## src/rtl/deserializador_if.sv

```systemverilog
// Handshake bundle between a serial bit source and the deserializador word consumer.
// The slave modport is the deserializador side; master is the driving side.
interface deserializador_if #(
    parameter int size = 8
);
    logic            sin;
    logic            sin_valid;
    logic            sof;
    logic            msb_first;
    logic            sin_ready;
    logic [size-1:0] dout;
    logic            dout_valid;
    logic            dout_ready;
    logic            frame_err;
    logic            parity_err;

    modport master (
        output sin, sin_valid, sof, msb_first, dout_ready,
        input  sin_ready, dout, dout_valid, frame_err, parity_err
    );

    modport slave (
        input  sin, sin_valid, sof, msb_first, dout_ready,
        output sin_ready, dout, dout_valid, frame_err, parity_err
    );
endinterface

```

## src/rtl/deserializador.sv

```systemverilog
// Serial-to-parallel converter with per-frame bit order and frame-abort detection.
// Optional even-parity bit after the data bits when DESERIALIZADOR_PARITY_EN is defined.
module deserializador #(
    parameter int size = 8
) (
    input logic            clk,
    input logic            rst_n,
    deserializador_if.slave bus
);
    localparam int CW = $clog2(size + 1);
`ifdef DESERIALIZADOR_PARITY_EN
    localparam bit PAR_EN = 1'b1;
    typedef enum logic [1:0] {IDLE, RECV, PAR, FULL} state_t;
`else
    localparam bit PAR_EN = 1'b0;
    typedef enum logic [1:0] {IDLE, RECV, FULL} state_t;
`endif

    state_t          state_q, state_d;
    logic [size-1:0] word_q, word_d;
    logic [CW-1:0]   cnt_q, cnt_d;
    logic            msb_q, msb_d;
    logic            ferr_q, ferr_d;
    logic            perr_q, perr_d;

    logic            ready;
    logic            accept;
    logic            start;
    logic            in_frame;
    logic            ins_msb;
    logic [size-1:0] ins_word;

    assign ready  = (state_q == FULL) ? bus.dout_ready : 1'b1;
    assign accept = bus.sin_valid & ready;
    assign start  = accept & bus.sof;

`ifdef DESERIALIZADOR_PARITY_EN
    assign in_frame = (state_q == RECV) || (state_q == PAR);
`else
    assign in_frame = (state_q == RECV);
`endif

    // The first bit of a frame must use the order being latched, not the stale one.
    assign ins_msb  = start ? bus.msb_first : msb_q;
    assign ins_word = ins_msb ? {word_q[size-2:0], bus.sin}
                              : {bus.sin, word_q[size-1:1]};

    always_comb begin
        state_d = state_q;
        word_d  = word_q;
        cnt_d   = cnt_q;
        msb_d   = msb_q;
        ferr_d  = 1'b0;
        perr_d  = perr_q;

        // Any accepted sof restarts; in FULL an accept already implies the handshake.
        if (start) begin
            state_d = RECV;
            word_d  = ins_word;
            cnt_d   = CW'(1);
            msb_d   = bus.msb_first;
            perr_d  = bus.sin;
            ferr_d  = in_frame;
        end else begin
            case (state_q)
                IDLE: ;
                RECV: begin
                    if (accept) begin
                        word_d = ins_word;
                        cnt_d  = cnt_q + CW'(1);
                        perr_d = perr_q ^ bus.sin;
                        if (cnt_q == CW'(size - 1)) begin
`ifdef DESERIALIZADOR_PARITY_EN
                            state_d = PAR;
`else
                            state_d = FULL;
`endif
                        end
                    end
                end
`ifdef DESERIALIZADOR_PARITY_EN
                PAR: begin
                    if (accept) begin
                        perr_d  = perr_q ^ bus.sin;
                        state_d = FULL;
                    end
                end
`endif
                FULL: begin
                    if (bus.dout_ready) state_d = IDLE;
                end
                default: state_d = IDLE;
            endcase
        end
    end

    always_ff @(posedge clk) begin
        if (!rst_n) begin
            state_q <= IDLE;
            word_q  <= '0;
            cnt_q   <= '0;
            msb_q   <= 1'b0;
            ferr_q  <= 1'b0;
            perr_q  <= 1'b0;
        end else begin
            state_q <= state_d;
            word_q  <= word_d;
            cnt_q   <= cnt_d;
            msb_q   <= msb_d;
            ferr_q  <= ferr_d;
            perr_q  <= perr_d;
        end
    end

    assign bus.sin_ready  = ready;
    assign bus.dout       = word_q;
    assign bus.dout_valid = (state_q == FULL);
    assign bus.frame_err  = ferr_q;
    assign bus.parity_err = PAR_EN & perr_q;
endmodule
```

## src/flat_wrapper.sv

```systemverilog
// flat-port wrapper written by rule: the top's interface ports become plain ports
module deserializador_flat 
#(
    parameter int size = 8
)
  (clk, rst_n, bus_sin, bus_sin_valid, bus_sof, bus_msb_first, bus_dout_ready, bus_sin_ready, bus_dout, bus_dout_valid, bus_frame_err, bus_parity_err);
  deserializador_if #(.size(size)) bus_i ();
  input logic clk;
  input logic rst_n;
  input wire logic [$bits(bus_i.sin)-1:0] bus_sin;
  input wire logic [$bits(bus_i.sin_valid)-1:0] bus_sin_valid;
  input wire logic [$bits(bus_i.sof)-1:0] bus_sof;
  input wire logic [$bits(bus_i.msb_first)-1:0] bus_msb_first;
  input wire logic [$bits(bus_i.dout_ready)-1:0] bus_dout_ready;
  output wire logic [$bits(bus_i.sin_ready)-1:0] bus_sin_ready;
  output wire logic [$bits(bus_i.dout)-1:0] bus_dout;
  output wire logic [$bits(bus_i.dout_valid)-1:0] bus_dout_valid;
  output wire logic [$bits(bus_i.frame_err)-1:0] bus_frame_err;
  output wire logic [$bits(bus_i.parity_err)-1:0] bus_parity_err;
  assign bus_i.sin = bus_sin;
  assign bus_i.sin_valid = bus_sin_valid;
  assign bus_i.sof = bus_sof;
  assign bus_i.msb_first = bus_msb_first;
  assign bus_i.dout_ready = bus_dout_ready;
  assign bus_sin_ready = bus_i.sin_ready;
  assign bus_dout = bus_i.dout;
  assign bus_dout_valid = bus_i.dout_valid;
  assign bus_frame_err = bus_i.frame_err;
  assign bus_parity_err = bus_i.parity_err;
  deserializador #(.size(size)) u_core (.clk(clk), .rst_n(rst_n), .bus(bus_i));
endmodule
```

## config.mk

```make
export PLATFORM = sky130hd
export DESIGN_NAME = deserializador_flat
export DESIGN_NICKNAME = d
export VERILOG_FILES = /design/src/rtl/deserializador_if.sv /design/src/rtl/deserializador.sv /design/src/flat_wrapper.sv
export SDC_FILE = /design/constraint.sdc
export NUM_CORES = 1
export LEC_CHECK = 0
export ABC_AREA = 1
export ABC_CLOCK_PERIOD_IN_PS = 1300
export CAP_MARGIN = 10
export CORE_AREA = 2 2 79 51
export CTS_CLUSTER_SIZE = 30
export DETAILED_ROUTE_END_ITERATION = 10
export DIE_AREA = 0 0 81 53
export GPL_TIMING_DRIVEN = 0
export RECOVER_POWER = 50
export SLEW_MARGIN = 20
export SYNTH_ARGS = -nofsm -noshare
export SYNTH_HDL_FRONTEND = slang
export SYNTH_SLANG_ARGS = --single-unit
```

## constraint.sdc

```tcl
create_clock -name clk -period 1.3 [get_ports clk]
set_input_delay 0.39 -clock clk [delete_from_list [all_inputs] [get_ports clk]]
set_output_delay 0.39 -clock clk [all_outputs]
set_load 0.1 [all_outputs]
```

=== Word-level counts from Yosys, hierarchy flattened ===
Index checks and enable logic that the tools add are counted.

* Bits of input ports: 7
* Flip-flop bits (word level): 16

* Reductions and logical operators: 9
* Mux-type cells: 14
* $add $sub $neg: 1
* Eq/ne operators: 10
* Bitwise operators: 4

{| class="wikitable"
|+ Operators by type and width
! operator !! number
|-
| $mux W8 || 4
|-
| $reduce_and A4 Y1 || 2
|-
| $mux W1 || 6
|-
| $mux W2 || 3
|-
| $ne A3 B2 Y1 const B || 2
|-
| $pmux W2 S3 || 1
|-
| $reduce_and A2 Y1 || 3
|-
| $add A4 B1 Y4 const B || 1
|-
| $eq A4 B3 Y1 const B || 1
|-
| $ne A2 B1 Y1 const B || 2
|-
| $ne A2 B2 Y1 const B || 2
|-
| $reduce_bool A2 Y1 || 2
|-
| $ne A3 B1 Y1 const B || 1
|-
| $and A1 B1 Y1 || 2
|-
| $eq A2 B1 Y1 const B || 1
|-
| $eq A2 B2 Y1 const B || 1
|-
| $logic_not A2 Y1 || 1
|-
| $not A1 Y1 || 2
|-
| $reduce_or A2 Y1 || 1
|}

=== Depth between registers and ports, before layout ===
* Depth after elaboration: 9
* Depth in mapped cells: 9

=== Worst setup path after synthesis ===
No wires, ideal clock.

* Kind: register -> output
* Start point: register u_core.state_q[1]
* End point: output port bus_dout_valid
* Path slack: -0.780 ns
* Arrival time: 1.690 ns
* Data required time: 0.910 ns
* Cell stages (with the launch flop): 3
* Cells stage by stage: dfxtp_1 inv_1 nor2_1

* Cells in the longest elaborated chain, start to end: 1

{| class="wikitable"
|+ RTL lines
! element !! RTL line !! text
|-
| start: declaration || deserializador.sv:19 || <nowiki>state_t state_q, state_d;</nowiki>
|-
| start signal: assignment || deserializador.sv:106 || <nowiki>state_q <= state_d;</nowiki>
|-
| $eq A2 B2 Y1 || deserializador.sv:117 || <nowiki>assign bus.dout_valid = (state_q == FULL);</nowiki>
|-
| end: declaration || flat_wrapper.sv:17 || <nowiki>output wire logic [$bits(bus_i.dout_valid)-1:0] bus_dout_valid;</nowiki>
|}

Every way passes these cells.

=== Worst setup path in the final report ===
* Start point: register u_core.state_q[0]
* End point: output port bus_sin_ready

* Cells in the longest elaborated chain, start to end: 2

{| class="wikitable"
|+ RTL lines
! element !! RTL line !! text
|-
| $eq A2 B2 Y1 || deserializador.sv:33 || <nowiki>assign ready = (state_q == FULL) ? bus.dout_ready : 1'b1;</nowiki>
|-
| $mux W1 || deserializador.sv:33 ||
|-
| end: declaration || flat_wrapper.sv:15 || <nowiki>output wire logic [$bits(bus_i.sin_ready)-1:0] bus_sin_ready;</nowiki>
|}

Every way passes these cells.

==> results <==
## cell families (layout without fill, tap and decap cells)
logic type	Yosys count	count (layout)	synth area share (%)
simple gates	56	57	34.1
buf+inv	30	60	14.8
flops	16	16	37.9
compound gates	15	15	9.18
xor+xnor	2	2	2.07
fa+ha+maj	1	1	1.48
other cells	1	1	0.444
## layer usage
layer,vias to the layer above,GRT usage [%],part of all wire (%)
li1,449,-,-
met1,366,15.2,50
met2,31,13.5,43
met3,0,3.92,6.3
met4,0,3.39,0
met5,-,0,0
## sequential cells by signal, indices dropped and copies added (netlist names)
register,cells
u_core.bus.dout,8
u_core.cnt_q,4
u_core.state_q,2
u_core.bus.frame_err,1
u_core.msb_q,1
## area by class of cell
class	instances	area [sq um]	share of cell area, %
repair buffers	27	292	21.2
well taps	47	58.8	4.28
inverters	27	116	8.46
plain buffers	3	30.0	2.18
flip-flops and latches	16	335	24.4
clock buffers	3	41.3	3.00
multi-input cells	76	502	36.5
## through the flow
step                hold WS, ns  TNS, ns  util, %  std cells  instance area (sq um)
global route              0.489   -0.644     38.9        199                   1380
floorplan                 0.457    -1.14        -        121                    877
finish                    0.468  -0.0810     38.9        199                   1380
CTS                       0.484   -0.614     34.4        192                   1220
detailed placement        0.480   -14.01     31.3        185                   1110
global placement          0.481   -14.01     31.3        185                   1110
## cell usage after synthesis, drive strengths merged
cell / instances / share of area [%]
conb: 1 / 0.44
nand3: 31 / 20
dfxtp: 16 / 38
nor2: 6 / 3.0
inv: 27 / 12
ha: 1 / 1.5
xor2: 2 / 2.1
buf: 3 / 2.8
a21oi: 5 / 3.0
nor3: 1 / 0.59
o21ai: 9 / 5.3
o21a: 1 / 0.89
nand2: 18 / 11
## power by group
group          switching (uW)  internal (uW)
registers                34.8            522
logic                     295            143
clock network             171            206
## timing repair
action,in CTS,in global routing
pin swaps,3,11
cloned,1,1
setup endpoints to repair,23,18
buffers inserted,3,6
resized for setup,90,30
## worst min path at each step
stage / from / to / slack (ns) / cells after the start
3_5_place_dp: u_core.cnt_q[1] / u_core.cnt_q[1] / 0.48 / 2
6_report: bus_sin_valid / u_core.cnt_q[1] / 0.47 / 3
5_1_grt: bus_sin_valid / u_core.cnt_q[1] / 0.49 / 3
2_1_floorplan: u_core.cnt_q[1] / u_core.cnt_q[1] / 0.46 / 2
4_1_cts: u_core.cnt_q[1] / u_core.cnt_q[1] / 0.48 / 2
3_3_place_gp: u_core.cnt_q[3] / u_core.cnt_q[3] / 0.48 / 1
## critical path, delay by kind of cell, from the launching register on
kind          cells  cell delay (ns)
buf+inv           2             0.26
simple gates      1             0.10
flops             1             0.34
==> reports/results.md <==
| Item | Reported |
| --- | --- |
| Final worst path period need | 1.35 ns |
| GR Overflow Total | 0 |
| Detailed-route wire length | 2090 microns |
| Worst setup path startpoint | u_core.state_q[0] |
| Violations in the final reports | setup timing |
| Net count after synthesis | 129 |
| Number of vias per cell after detailed routing | 4.25 |
| Share of the cycle needed by the critical path after routing | 104% |
| Max Clk Rate | 743 MHz |
| Largest incremental delay on the critical path | 0.34 ns |
| Overall power after layout | 1370 uW |
| Worst-case setup slack after placement | -1.37 ns |
| Skew final | 0.00203 ns |
| Number of sinks on the clock net | 16 |
| Worst-skew pair later-pin latency | 0.25 ns |
| Most common cell after layout, fill and taps aside | sky130_fd_sc_hd__inv_1 |
| Die boundary width | 81 microns |
| # diodes | 0 |
| Number of CTS-inserted buffers | 3 |
| Via count of the first global-routing pass | 694 |
| FILL cells | 382 |
| First-pass GRT wire length | 3310 microns |
| Library cell contributing the largest single delay on the critical path | sky130_fd_sc_hd__dfxtp_2 |
| Maximum number of pins on one net before global-route repair | 11 |
| Launching element type of the critical path | register |
| Die area | 4290 sq um |
| Number of nets with antenna violations after detailed routing | 0 |
| Flop-to-flop setup slack | 0.01 ns |
| DRC violation count after routing | 0 |
| Antenna violations before repair | 0 |
| Synthesized instance count | 121 |
| Gpl congestion | 0.740 |
| Core area | 3530 sq um |
| Warning count from the yosys run | 0 |
| Commonest non-fill, non-tap cells in the layout | sky130_fd_sc_hd__inv_1, sky130_fd_sc_hd__nand3_1, sky130_fd_sc_hd__buf_6 |
| Clk slew on worst S/H paths | 0.06 ns |
| CP Capture Type | output port |
| Detailed Place HPWL | 1380 microns |
| Max-slew violation total from the final report | 0 |
| Maximum vdd ir drop | 0.343 mV |
| Hold Buf Count CTS | 0 |
| Number of buffers on the longest clock path | 2 |
| Starting Density | 23.9% |
| Sequence of cells on the critical path | inv_4 -> nand3_4 -> buf_12 |
| Worst setup path end | bus_sin_ready |
| Mean Syn Cell Area | 6.98 sq um |
| Per-cell routed wire length | 10.5 microns |
| Deepest level of the CTS H-tree | 1 |
| FP Rows | 17 |
| Result of the run | finished with violations |
| Max capacitance violation total | 0 |
| CP arrival | 0.96 ns |
| Critical Path Fanout Max | 3 |
| Total I/O pin count | 19 |
| Number of cells on the worst reg-to-reg path | 9 |
| Unrepaired setup endpoints after global routing | yes |
| Share of cells above drive strength 1 | 42.1% |
| Number of port buffers | 17 |
| Number of nets in the final layout | 162 |
| Sequential fraction of the synthesis area | 37.9% |
| Worst flop-to-flop path startpoint | u_core.state_q[0] |
| Synthesized flop and latch total | 16 |
| TritonCTS clock tree | done |
| Count of different cell masters after synthesis | 21 |
| Vias after detailed routing | 846 |
| Die height | 53 microns |
| Overall track demand over capacity in global routing | 10.4% |
| Total standard cell area after synthesis | 845 sq um |
| Leakage power figure | 0.000677 uW |
| Final hold violation count | 0 |
| Worst setup slack after layout | -0.0456 ns |
| Initial drt markers | 72 |
| Final Setup Violations | 2 |
| Worst R2R End | u_core.bus.dout[7] |
| Cell at the root of the clock tree | sky130_fd_sc_hd__clkbuf_8 |
| DRT Pass-1 Iters | 4 |
| Critical path start-end classification | reg2out |
| Power density relative to cell area | 997 nW/um^2 |
| Layout area overhead | 62.8% |
| Critical path data required time | 0.91 ns |
| Worst min-delay path category | in2reg |
(Power assumes the default switching activity.)
